==> config.mk <==
export PLATFORM = sky130hd
export DESIGN_NAME = hazard_unit
export DESIGN_NICKNAME = d
export VERILOG_FILES = /design/src/rtl/hazard_unit_pkg.sv /design/src/rtl/hazard_unit_sat_counter.sv /design/src/rtl/hazard_unit.sv
export SDC_FILE = /design/constraint.sdc
export NUM_CORES = 1
export LEC_CHECK = 0
export CAP_MARGIN = 20
export CORE_MARGIN = 5
export CORE_UTILIZATION = 49
export CTS_CLUSTER_SIZE = 14
export DETAILED_ROUTE_END_ITERATION = 12
export PLACE_DENSITY = 0.8
export SLEW_MARGIN = 25
export SYNTH_ARGS = -nofsm -noshare
export SYNTH_HDL_FRONTEND = slang
export SYNTH_SLANG_ARGS = --single-unit
==> constraint.sdc <==
create_clock -name clk -period 3.01 [get_ports clk]
set_clock_uncertainty 0.2 [all_clocks]
set_input_delay 0.602 -clock clk [delete_from_list [all_inputs] [get_ports clk]]
set_output_delay 0.602 -clock clk [all_outputs]
set_load 0.05 [all_outputs]
==> src/rtl/hazard_unit_pkg.sv <==
// hazard_unit_pkg: shared encodings for the pipeline interlock controller.
//   REGADDR_WIDTH / WB_SRC_*  : register-address width and writeback-source codes
//   hz_state_e                : interlock FSM state encodings
//   wait_cnt_width()          : width needed to count up to a timeout value
package hazard_unit_pkg;

    localparam int REGADDR_WIDTH = 5;
    localparam int WB_SRC_WIDTH  = 2;

    localparam logic [WB_SRC_WIDTH-1:0] WB_SRC_ALU = 2'd0;
    localparam logic [WB_SRC_WIDTH-1:0] WB_SRC_MEM = 2'd1;
    localparam logic [WB_SRC_WIDTH-1:0] WB_SRC_PC  = 2'd2;

    typedef enum logic {
        HZ_STATE_IDLE     = 1'b0,
        HZ_STATE_MEM_WAIT = 1'b1
    } hz_state_e;

    function automatic int wait_cnt_width(input int timeout);
        return (timeout < 2) ? 1 : $clog2(timeout + 1);
    endfunction

endpackage

==> src/rtl/hazard_unit_sat_counter.sv <==
// sat_counter: WIDTH-bit up-counter that sticks at all-ones.
//   clk, rst : clock, synchronous active-high reset
//   clr_i    : synchronous clear (wins over inc_i)
//   inc_i    : increment request
//   cnt_o    : current count
module sat_counter #(
    parameter int WIDTH = 8
) (
    input  logic             clk,
    input  logic             rst,
    input  logic             clr_i,
    input  logic             inc_i,
    output logic [WIDTH-1:0] cnt_o
);

    localparam logic [WIDTH-1:0] CNT_MAX = {WIDTH{1'b1}};
    localparam logic [WIDTH-1:0] CNT_ONE = {{(WIDTH-1){1'b0}}, 1'b1};

    logic [WIDTH-1:0] cnt_q, cnt_d;

    always_comb begin
        cnt_d = cnt_q;
        if (clr_i)
            cnt_d = '0;
        else if (inc_i && (cnt_q != CNT_MAX))
            cnt_d = cnt_q + CNT_ONE;
    end

    always_ff @(posedge clk) begin
        if (rst) cnt_q <= '0;
        else     cnt_q <= cnt_d;
    end

    assign cnt_o = cnt_q;

endmodule

==> src/rtl/hazard_unit.sv <==
// hazard_unit: pipeline interlock controller for the 5-stage core.
//   Inputs : ID source regs/uses, EX-stage wb source/destination,
//            mem_req/mem_ack handshake of the MEM stage, branch_taken from EX.
//   Outputs: per-stage stall/bubble/flush controls (combinational),
//            mem_timeout watchdog pulse and stall_cycles perf counter (registered).
// Priority: memory freeze > branch flush > load-use bubble.
module hazard_unit
    import hazard_unit_pkg::*;
#(
    parameter int MEM_TIMEOUT = 255,
    parameter int CNT_WIDTH   = 32
) (
    input  logic                     clk,
    input  logic                     rst,
    input  logic [REGADDR_WIDTH-1:0] id_rs_addr,
    input  logic [REGADDR_WIDTH-1:0] id_rt_addr,
    input  logic                     id_uses_rs,
    input  logic                     id_uses_rt,
    input  logic [WB_SRC_WIDTH-1:0]  id2ex_wb_src,
    input  logic [REGADDR_WIDTH-1:0] id2ex_wb_reg_addr,
    input  logic                     mem_req,
    input  logic                     mem_ack,
    input  logic                     branch_taken,
    output logic                     stall_if,
    output logic                     stall_id,
    output logic                     bubble_ex,
    output logic                     stall_ex,
    output logic                     stall_mem,
    output logic                     flush_id,
    output logic                     mem_timeout,
    output logic [CNT_WIDTH-1:0]     stall_cycles
);

    localparam int                WAIT_W    = wait_cnt_width(MEM_TIMEOUT);
    localparam logic [WAIT_W-1:0] WAIT_LAST = WAIT_W'(MEM_TIMEOUT - 1);

    hz_state_e            state_q, state_d;
    logic                 pend_q, pend_d;
    logic                 mto_q;
    logic [WAIT_W-1:0]    wait_cnt;
    logic [CNT_WIDTH-1:0] stall_cnt;

    logic load_use, freeze, wd_fire, flush;

    // Hazard detection
    always_comb begin
        load_use = (id2ex_wb_src == WB_SRC_MEM) &&
                   (id2ex_wb_reg_addr != '0) &&
                   ((id_uses_rs && (id_rs_addr == id2ex_wb_reg_addr)) ||
                    (id_uses_rt && (id_rt_addr == id2ex_wb_reg_addr)));
        // The last allowed MEM_WAIT cycle is still frozen; release happens
        // on the following cycle together with the timeout pulse.
        wd_fire  = (state_q == HZ_STATE_MEM_WAIT) && !mem_ack && (wait_cnt == WAIT_LAST);
        freeze   = !rst && !mem_ack && (mem_req || (state_q == HZ_STATE_MEM_WAIT));
        // A flush deferred by a freeze is delivered in the first unfrozen cycle.
        flush    = !rst && !freeze && (branch_taken || pend_q);
    end

    // State register
    always_ff @(posedge clk) begin
        if (rst) begin
            state_q <= HZ_STATE_IDLE;
            pend_q  <= 1'b0;
            mto_q   <= 1'b0;
        end else begin
            state_q <= state_d;
            pend_q  <= pend_d;
            mto_q   <= wd_fire;
        end
    end

    // Next-state logic
    always_comb begin
        state_d = state_q;
        case (state_q)
            HZ_STATE_IDLE:     if (mem_req && !mem_ack)  state_d = HZ_STATE_MEM_WAIT;
            HZ_STATE_MEM_WAIT: if (mem_ack || wd_fire)   state_d = HZ_STATE_IDLE;
            default:                                     state_d = HZ_STATE_IDLE;
        endcase

        pend_d = pend_q;
        if (freeze && branch_taken) pend_d = 1'b1;
        else if (!freeze)           pend_d = 1'b0;
    end

    // Output logic
    always_comb begin
        stall_if  = 1'b0;
        stall_id  = 1'b0;
        bubble_ex = 1'b0;
        stall_ex  = 1'b0;
        stall_mem = 1'b0;
        flush_id  = 1'b0;
        if (freeze) begin
            stall_if  = 1'b1;
            stall_id  = 1'b1;
            stall_ex  = 1'b1;
            stall_mem = 1'b1;
        end else if (flush) begin
            // The squashed ID instruction needs no interlock.
            flush_id  = 1'b1;
        end else if (!rst && load_use) begin
            stall_if  = 1'b1;
            stall_id  = 1'b1;
            bubble_ex = 1'b1;
        end
    end

    assign mem_timeout  = mto_q && !rst;
    assign stall_cycles = rst ? '0 : stall_cnt;

    sat_counter #(.WIDTH(CNT_WIDTH)) u_stall_cnt (
        .clk   (clk),
        .rst   (rst),
        .clr_i (1'b0),
        .inc_i (stall_if),
        .cnt_o (stall_cnt)
    );

    // Held at zero while idle so it starts from zero on MEM_WAIT entry.
    sat_counter #(.WIDTH(WAIT_W)) u_wait_cnt (
        .clk   (clk),
        .rst   (rst),
        .clr_i (state_q == HZ_STATE_IDLE),
        .inc_i (state_q == HZ_STATE_MEM_WAIT),
        .cnt_o (wait_cnt)
    );

endmodule
==> flow_summary.json <==
{
  "p_per_area_nw_per_um2": 320.0,
  "path_cells": "clkdlybuf4s50_1 -> xnor2_1 -> nand4_1 -> o22ai_2 -> nand2_1 -> nor2_2 -> buf_12",
  "synth_top_family_by_area": "simple AND/OR/NAND/NOR gates",
  "htree_num_levels": 2,
  "grt-ovfl-total": 0,
  "setup_viol": 0,
  "antenna_found_initial": 0,
  "cpMaxStageDelayCell": "clkdlybuf4s50_1",
  "synth.net_count": 325,
  "first_global_vias": 2262,
  "crit_path_start": "id_rs_addr[4]",
  "synth_edf_count": 0,
  "synth_compound_gate_area_share_pct": 7.827,
  "critPathCaptureType": "output port",
  "p_leak_nw": 1.387,
  "arrival_ns": 2.09,
  "die_w_um": 81.34,
  "syn_inst": 298,
  "drc": 0,
  "critPathMaxStageDelay_ns": 0.50,
  "finalSetupTns_ns": 0,
  "coreArea_um2": 5010,
  "start_util_pct": 49.78,
  "multi_input_area_um2": 1575,
  "finalMaxSlewViolations": 0,
  "clock_latency_ns": 0.30,
  "hold_viol_final": 0,
  "synthXorXnorAreaFrac_pct": 6.322,
  "rsz0062_at_grt": "false",
  "ios": 63,
  "worstHoldStart": "pend_q",
  "track_usage_pct": 18.88,
  "numPortBuffers": 62,
  "r2r_setup_slack_ns": 0.46,
  "worst_pin_slew_ns": 0.5740,
  "synth_fa_ha_area_share_pct": 1.505,
  "synthArstFlopShare_pct": 0,
  "synth_cell_types": 46,
  "first_iter_violations": 95,
  "worstPathRequired_ns": 2.21,
  "wl_um": 5999,
  "nNetsFinal": 399,
  "reg2reg_from": "u_stall_cnt.cnt_o[0]",
  "dp_hpwl_um": 4438,
  "status": "finished clean",
  "vdd_drop_max_mv": 0.2165,
  "relSlewSlack_pct": 61.74,
  "area_growth_syn_to_layout_pct": 34.32,
  "grt_pass1_wl_um": 9908,
  "crit_buf_inv": 2,
  "via_per_inst": 5.233,
  "finalWeightedCongestion": 0.8298,
  "path_clk_slew_ns": 0.08,
  "cp_top_family": "buffers and inverters",
  "clock-sinks": 43,
  "fmax_mhz": 345.6,
  "regArea_um2": 860.8,
  "hp-class": "reg2reg",
  "crit_type": "in2out",
  "cts_buffers": 5,
  "ys_ff_latch": 43,
  "critical_path.max_fanout": 2,
  "synthFlopType": "dfxtp_1",
  "fin_crit_sh_pct": 96.13,
  "n_fill_cell": 420,
  "die_area_um2": 6615,
  "clockBufferDepth": 2,
  "critPathLaunchType": "primary input",
  "fp-row-count": 26,
  "ant_nets": 0,
  "ys_warn_count": 0,
  "fin_hold_ws_ns": 0.2981,
  "period_needed_ns": 2.893,
  "wire_per_inst_um": 13.54,
  "die_h_um": 81.34,
  "grt_max_degree": 62,
  "drive_gt1_share_pct": 25.20,
  "vias": 2318,
  "synth_area_per_cell_um2": 8.368,
  "cts_root_buf": "clkbuf_8",
  "cts_tree": "built",
  "yosysSeqAreaShare_pct": 34.52,
  "dr.pass1.iters": 4,
  "max_cap_viol_count": 0,
  "muxShareOfSynthArea_pct": 7.777,
  "netlist_area_um2": 2494,
  "holdBufCountCts": 0,
  "antenna_cells": 0,
  "p_total_mw": 1.072,
  "utilization_pct": 66.86,
  "synthSimpleGateAreaFrac_pct": 38.28
}
-- path summary, 6_finish.rpt --
kind / end / depth (start not counted)
setup reg to reg: u_stall_cnt.cnt_o[22] / 8
setup / recovery: bubble_ex / 7
hold reg to reg: pend_q / 2
hold / removal: pend_q / 2
-- per-stage QoR --
step	setup WS, ns	instance area (um2)	cells
floorplan	0.09526	2497	298
global placement	0.02228	3174	431
detailed placement	-0.02400	3174	431
CTS	0.003216	3276	441
global route	0.03143	3349	443
finish	0.1166	3349	443
-- worst reg2reg max path, stage by stage (launching register included) --
cell      delay [ns]
dfxtp_1         0.46
ha_1            0.27
nand2_1         0.13
nor4_4          0.38
a21boi_2        0.26
nand3_2         0.10
buf_4           0.17
or4_1           0.46
nand2_1         0.07
-- state kept, by name (all words and copies together) (netlist names) --
register           cells
state_q                1
u_wait_cnt.cnt_o       8
mto_q                  1
pend_q                 1
u_stall_cnt.cnt_o     32
-- cell usage after synthesis, types with 2 or more instances --
cell	n	share of area, %
a21oi_1	6	1.2
and2_1	2	0.50
and3_1	6	1.5
and4_1	2	0.70
buf_2	3	0.60
buf_4	2	0.60
clkbuf_1	5	0.75
dfxtp_1	43	35
ha_1	3	1.5
inv_1	8	1.2
mux2_1	9	4.1
mux2_2	2	0.90
mux2_4	4	2.4
nand2_1	27	4.1
nand3_1	12	2.4
nand3_2	3	1.2
nand4_1	12	3.0
nor2_1	44	6.6
nor2b_1	29	7.3
nor3_1	8	1.6
nor4_1	2	0.50
nor4_4	2	1.7
o21ai_0	5	1.0
o21ai_1	9	1.8
o31ai_1	3	0.90
or3_1	4	1.0
or4_1	8	2.4
xnor2_1	13	4.6
xor2_1	5	1.8
-- layer usage --
metal	vias up	global-route usage, %	part of all wire [%]
li1	1191	-	-
met1	1070	21.56	42
met2	42	34.12	52
met3	15	4.656	3.9
met4	0	6.081	2.2
met5	-	0	0
-- cells in the final DEF, fill, tap and decap left out, drive strengths merged, types with 3 or more instances in the layout --
master,synthesis,layout
clkdlybuf4s50,0,17
o21ai,14,14
clkbuf,5,6
xnor2,13,13
ha,3,3
o31ai,4,4
nor3,8,8
mux2,15,15
nor2,44,44
dlymetal6s2s,0,4
nand4,14,14
or4,8,8
and3,7,7
buf,7,57
dfxtp,43,43
a21oi,6,6
nand3,15,15
nor2b,29,29
nand2,27,27
or3,5,5
nor4,5,5
inv,8,7
xor2,5,5
-- logic make-up (layout without fill, tap and decap cells) --
logic type,count (synthesis),after routing
flip-flops,43,43
multiplexers,16,16
AO/OA/AOI/OAI,29,29
buffers and inverters,20,95
adder cells (fa/ha/maj),3,3
XOR/XNOR,18,18
AND/OR/NAND/NOR,169,169
-- layout make-up --
cell class                      instances  share of cell area (%)
Timing Repair Buffer                   79                   21.11
Multi-Input combinational cell        235                   47.03
Clock buffer                            6                   2.167
Sequential cell                        43                   25.70
Clock inverter                          2                  0.3736
Tap cell                               70                   2.615
Inverter                                8                   1.009
-- power breakdown --
| part | switching (mW) | internal, mW |
|---|---|---|
| clock network | 0.201 | 0.162 |
| logic | 0.0684 | 0.0673 |
| registers | 0.00243 | 0.570 |
| total | 0.272 | 0.800 |
-- timing repair --
action,in CTS,in global routing
endpoints found under the hold margin,0,0
buffers inserted,2,2
gates resized for setup,2,16
pin swaps,1,8
setup endpoints to repair,3,4
Power figures use the tool's default switching activity.
